==> src/rtl/fwd_pkg.sv <==
// Shared types and constants for the forwarding/hazard controller.
package fwd_pkg;

  localparam int REG_AW_DEF = 5;

  localparam logic [1:0] FWD_RF  = 2'b00;
  localparam logic [1:0] FWD_EX  = 2'b01;
  localparam logic [1:0] FWD_MEM = 2'b10;
  localparam logic [1:0] FWD_WB  = 2'b11;

  typedef struct packed {
    logic [REG_AW_DEF-1:0] rd;
    logic                  regwrite;
    logic                  is_load;
  } stage_tag_t;

  // x0 never matches: it is hard-wired to zero and never needs forwarding.
  function automatic logic src_match(input logic [REG_AW_DEF-1:0] rs,
                                     input logic                  use_rs,
                                     input logic [REG_AW_DEF-1:0] rd);
    return use_rs && (rs != '0) && (rs == rd);
  endfunction

endpackage

==> src/rtl/fwd_sel.sv <==
// Per-operand forwarding select: nearest producing stage wins.
module fwd_sel
  import fwd_pkg::*;
(
  input  logic [REG_AW_DEF-1:0] rs_i,
  input  logic                  use_i,
  input  stage_tag_t            ex_i,
  input  stage_tag_t            mem_i,
  input  stage_tag_t            wb_i,
  output logic [1:0]            sel_o
);

  always_comb begin
    sel_o = FWD_RF;
    if (ex_i.regwrite && src_match(rs_i, use_i, ex_i.rd)) begin
      sel_o = FWD_EX;
    end else if (mem_i.regwrite && src_match(rs_i, use_i, mem_i.rd)) begin
      sel_o = FWD_MEM;
    end else if (wb_i.regwrite && src_match(rs_i, use_i, wb_i.rd)) begin
      sel_o = FWD_WB;
    end
  end

endmodule

==> src/rtl/fwd_hazard_ctrl.sv <==
// Forwarding and hazard controller: EX/MEM/WB tag pipeline, load-use and
// CGRA scoreboard stalls, and a stall performance counter.
module fwd_hazard_ctrl
  import fwd_pkg::*;
#(
  parameter int REG_AW = REG_AW_DEF,
  parameter int CNT_W  = 32
) (
  input  logic              clk_i,
  input  logic              rst_n_i,
  input  logic              id_valid_i,
  input  logic [REG_AW-1:0] id_rs1_i,
  input  logic [REG_AW-1:0] id_rs2_i,
  input  logic              id_use_rs1_i,
  input  logic              id_use_rs2_i,
  input  logic [REG_AW-1:0] id_rd_i,
  input  logic              id_regwrite_i,
  input  logic              id_is_load_i,
  input  logic              id_is_cgra_i,
  input  logic              cgra_done_i,
  input  logic              flush_i,
  output logic [1:0]        fwd_a_o,
  output logic [1:0]        fwd_b_o,
  output logic              stall_o,
  output logic              cgra_busy_o,
  output logic [CNT_W-1:0]  stall_cnt_o
);

  stage_tag_t ex_q, mem_q, wb_q, ex_d;
  logic              cgra_busy_q, cgra_busy_d;
  logic [REG_AW-1:0] cgra_rd_q, cgra_rd_d;
  logic [CNT_W-1:0]  stall_cnt_q, stall_cnt_d;
  logic              load_use, cgra_hazard, issue;

  fwd_sel u_sel_a (
    .rs_i (id_rs1_i), .use_i (id_use_rs1_i),
    .ex_i (ex_q), .mem_i (mem_q), .wb_i (wb_q), .sel_o (fwd_a_o)
  );

  fwd_sel u_sel_b (
    .rs_i (id_rs2_i), .use_i (id_use_rs2_i),
    .ex_i (ex_q), .mem_i (mem_q), .wb_i (wb_q), .sel_o (fwd_b_o)
  );

  always_comb begin
    load_use = ex_q.is_load && ex_q.regwrite &&
               (src_match(id_rs1_i, id_use_rs1_i, ex_q.rd) ||
                src_match(id_rs2_i, id_use_rs2_i, ex_q.rd));
    // Only one CGRA op may be outstanding, so a second issue waits too.
    cgra_hazard = cgra_busy_q &&
                  (src_match(id_rs1_i, id_use_rs1_i, cgra_rd_q) ||
                   src_match(id_rs2_i, id_use_rs2_i, cgra_rd_q) ||
                   id_is_cgra_i);
    stall_o = id_valid_i && !flush_i && (load_use || cgra_hazard);
    issue   = id_valid_i && !stall_o && !flush_i;
  end

  always_comb begin
    ex_d        = '0;
    cgra_busy_d = cgra_busy_q;
    cgra_rd_d   = cgra_rd_q;
    stall_cnt_d = stall_cnt_q + CNT_W'(stall_o);
    if (issue) begin
      // A CGRA result bypasses the pipeline tags; the scoreboard tracks it.
      ex_d.rd       = id_rd_i;
      ex_d.regwrite = id_regwrite_i && !id_is_cgra_i;
      ex_d.is_load  = id_is_load_i && !id_is_cgra_i;
    end
    if (issue && id_is_cgra_i) begin
      cgra_busy_d = 1'b1;
      cgra_rd_d   = id_rd_i;
    end else if (cgra_done_i && cgra_busy_q) begin
      cgra_busy_d = 1'b0;
    end
  end

  always_ff @(posedge clk_i) begin
    if (!rst_n_i) begin
      ex_q        <= '0;
      mem_q       <= '0;
      wb_q        <= '0;
      cgra_busy_q <= 1'b0;
      cgra_rd_q   <= '0;
      stall_cnt_q <= '0;
    end else begin
      ex_q        <= ex_d;
      mem_q       <= ex_q;
      wb_q        <= mem_q;
      cgra_busy_q <= cgra_busy_d;
      cgra_rd_q   <= cgra_rd_d;
      stall_cnt_q <= stall_cnt_d;
    end
  end

  assign cgra_busy_o = cgra_busy_q;
  assign stall_cnt_o = stall_cnt_q;

endmodule
==> config.mk <==
export PLATFORM = sky130hd
export DESIGN_NAME = fwd_hazard_ctrl
export DESIGN_NICKNAME = d
export VERILOG_FILES = /design/src/rtl/fwd_pkg.sv /design/src/rtl/fwd_sel.sv /design/src/rtl/fwd_hazard_ctrl.sv
export SDC_FILE = /design/constraint.sdc
export NUM_CORES = 1
export LEC_CHECK = 0
export BUFFER_PORTS_ARGS = -buffer_cell sky130_fd_sc_hd__buf_4
export CAP_MARGIN = 30
export CORE_MARGIN = 8
export CORE_UTILIZATION = 55
export DETAILED_ROUTE_END_ITERATION = 16
export PLACE_DENSITY = 0.89
export SLEW_MARGIN = 10
export SYNTH_ARGS = -nofsm -noshare
export SYNTH_HDL_FRONTEND = slang
export SYNTH_SLANG_ARGS = --single-unit
==> constraint.sdc <==
create_clock -name clk_i -period 5.2 [get_ports clk_i]
set_clock_uncertainty 0.15 [all_clocks]
set_input_delay 0.26 -clock clk_i [delete_from_list [all_inputs] [get_ports clk_i]]
set_output_delay 0.26 -clock clk_i [all_outputs]
set_load 0.01 [all_outputs]
==> reports/results.tsv <==
stage	metric	value	unit
synthesis	synth_cells	332	
outcome	status	finished, final reports clean	
synthesis	synth_top_area_share	38.4	%
global_route	grt_first_pass_wirelength	12600	microns
synthesis	syn_nets	359	
power	p_total	1.02	mW
die	rows	26	
clock_tree	postCtsSetupBuffers	0	
sta	rsz0062_at_grt	no	
worst_setup_path	critPathLaunchType	flop	
synthesis	synthFlopType	dfxtp_1	
sta	fmax	268	MHz
worst_hold_path	hold_class	input port to flop	
cells_and_area	num_antenna_cells	0	
clock_tree	cts_sinks	57	
sta	whs	0.0602	ns
clock_tree	cts_buffers	9	
placement	place_area	3430	sq um
placement	pre_cts_ws	1.46	ns
clock_tree	cts_root_buf	clkbuf_8	
clock_tree	htreeDepth	3	
placement	port_buffers	62	
drt	drt_pre_antenna_iters	6	
global_route	grt_max_degree	45	
clock_tree	clkLatencyLatePin	0.34	ns
synthesis	synth.avg_cell_area	8.95	sq um
cells_and_area	design_area	3660	sq um
cells_and_area	final_common_cell	buf_4	
synthesis	synth_fa_ha_area_share	0.842	%
synthesis	ys_seq_area_share	38.4	%
worst_setup_path	crit_fanout	9	
drt	drc	0	
run	drv_cap	0	
placement	dp.cells	444	
synthesis	synth_top_area_cell	dfxtp_1	
die	io_pins	63	
global_route	grt.overflow.total	0	
die	die_area	8010	sq um
synthesis	ys_warn_count	0	
sta	slew_viol_final	0	
sta	setup_ws	1.47	ns
synthesis	synth-simple-area-share	29.4	%
global_route	grtUsageTotal	20.7	%
synthesis	synth_top_family_by_area	simple AND/OR/NAND/NOR gates	
sta	timing.final.crit_period	3.73	ns
cells_and_area	syn2layout_area_growth	23.4	%
synthesis	synth_edf_count	0	
synthesis	ys_types	43	
sta	report.final.setup_viol	0	
drt	dr.first_iter.drc_count	206	
synthesis	synthTopCellsByArea	dfxtp_1 38%, xor2_1 9.7%, xnor2_1 8.3%	
clock_tree	path_clk_slew	0.06	ns
worst_setup_path	setup.worst_path.class	flop to flop	
synthesis	synth_compound_gate_area_share	9.48	%
die	fp.dieW	89.5	microns
synthesis	synth_seq_cells	57	
die	die_h	89.5	microns
worst_setup_path	endpoint_kind	flop	
drt	viasPerCell	5.70	
cells_and_area	layout_common_cells	62 x buf_4, 57 x dfxtp_1, 33 x xor2_1, 31 x nor2_1, 28 x xnor2_1	
cells_and_area	drive_gt1_share	23.3	%
die	core-area	5170	sq um
die	start_util	57.4	%
sta	hold_viol_final	0	
placement	dp_hpwl	5630	microns
sta	fin_setup_tns	0	ns
worst_setup_path	crit_arrival	3.84	ns
synthesis	synth_xor_xnor_area_share	18.0	%
power	vdd_drop_max	0.193	mV
clock_tree	cts_tree	done	
placement	gp_congestion	0.908	
clock_tree	ctsHoldBuffers	0	
sta	fin_crit_sh	71.7	%
global_route	grt_pass1_vias	2545	
sta	worstMarginPinSlew	0.915	ns
drt	vias	2622	
synthesis	yosys-mux-area-fraction	0.337	%
drt	ant_nets	0	
clock_tree	clk_path_buf_depth	2	
worst_setup_path	cp.required	5.31	ns
synthesis	synthesis.area	2970	sq um
drt	drt-total-wl	7600	microns
cells_and_area	nets	412	
clock_tree	cts_resized	0	
drt	wl_per_cell	16.5	microns
synthesis	async_flop_share	0	%
sta	slew_headroom	38.5	%
cells_and_area	finalNonFillerCells	460	
power	leakagePower	1.45	nW
cells_and_area	final_core_util	70.9	%
power	powerDensity	279	nW/um^2
global_route	antenna_found_initial	0	
==> cells in the mapped netlist, drive strengths merged (7+ instances only) <==
| master | number |
|---|---|
| dfxtp | 57 |
| xor2 | 33 |
| nor2 | 31 |
| xnor2 | 28 |
| nand2 | 27 |
| and2 | 18 |
| nand3 | 16 |
| nor4 | 15 |
| clkbuf | 13 |
| nand4 | 13 |
| nor3 | 11 |
| buf | 7 |
| o21bai | 7 |
==> area by class of cell <==
type / instances / area (sq um)
Multi-Input combinational cell: 252 / 1720
Clock inverter: 5 / 104
Sequential cell: 57 / 1140
Clock buffer: 11 / 131
Fill cell: 394 / 1510
Tap cell: 70 / 87.6
Inverter: 3 / 11.3
Timing Repair Buffer: 62 / 465
==> metal layers <==
layer | wire length, microns | share of wire, % | track usage [%] | up-vias
li1 | - | - | - | 1273
met1 | 3250 | 43 | 25.5 | 1228
met2 | 3600 | 47 | 32.4 | 104
met3 | 642 | 8.4 | 7.63 | 17
met4 | 114 | 1.5 | 6.65 | 0
met5 | 0 | 0 | 0 | -
==> worst max-delay path, cell delays in order, from the launching register on <==
cell,delay (ns)
dfxtp_1,0.34
xor2_1,0.18
nor4_1,0.34
nand4b_2,0.34
a21boi_4,0.42
o21a_1,0.20
ha_1,0.18
nand3_1,0.18
nor3_1,0.50
nand4_1,0.37
nor4_1,0.31
o21bai_1,0.14
==> flip-flops by register name, indices dropped and copies added (netlist names) <==
register / flops
mem_q: 6
stall_cnt_o: 32
cgra_rd_q: 5
ex_q: 7
cgra_busy_o: 1
wb_q: 6
==> power breakdown <==
group,leakage [nW],internal (mW),switching [mW],total [mW]
combinational,0.871,0.0338,0.0395,0.0734
clock,0.118,0.319,0.180,0.499
sequential,0.460,0.442,0.00725,0.449
total,1.45,0.794,0.227,1.02
==> logic make-up (layout without fill, tap and decap cells) <==
| kind of cell | after synthesis | in the layout |
|---|---|---|
| compound gates | 34 | 34 |
| fa+ha+maj | 2 | 2 |
| mux | 1 | 1 |
| xor+xnor | 61 | 61 |
| buf+inv | 23 | 81 |
| simple gates | 154 | 154 |
| flops | 57 | 57 |
==> worst paths after layout <==
check	start	end	slack (ns)	cells after the start
setup / recovery	ex_q[3]$_SDFF_PN0_	stall_cnt_o[31]$_SDFF_PN0_	1.47	11
hold / removal	cgra_done_i	cgra_busy_o$_SDFFE_PN0P_	0.06	3
setup reg to reg	ex_q[3]$_SDFF_PN0_	stall_cnt_o[31]$_SDFF_PN0_	1.47	11
hold reg to reg	stall_cnt_o[31]$_SDFF_PN0_	stall_cnt_o[31]$_SDFF_PN0_	0.34	2
(Power assumes the default switching activity.)
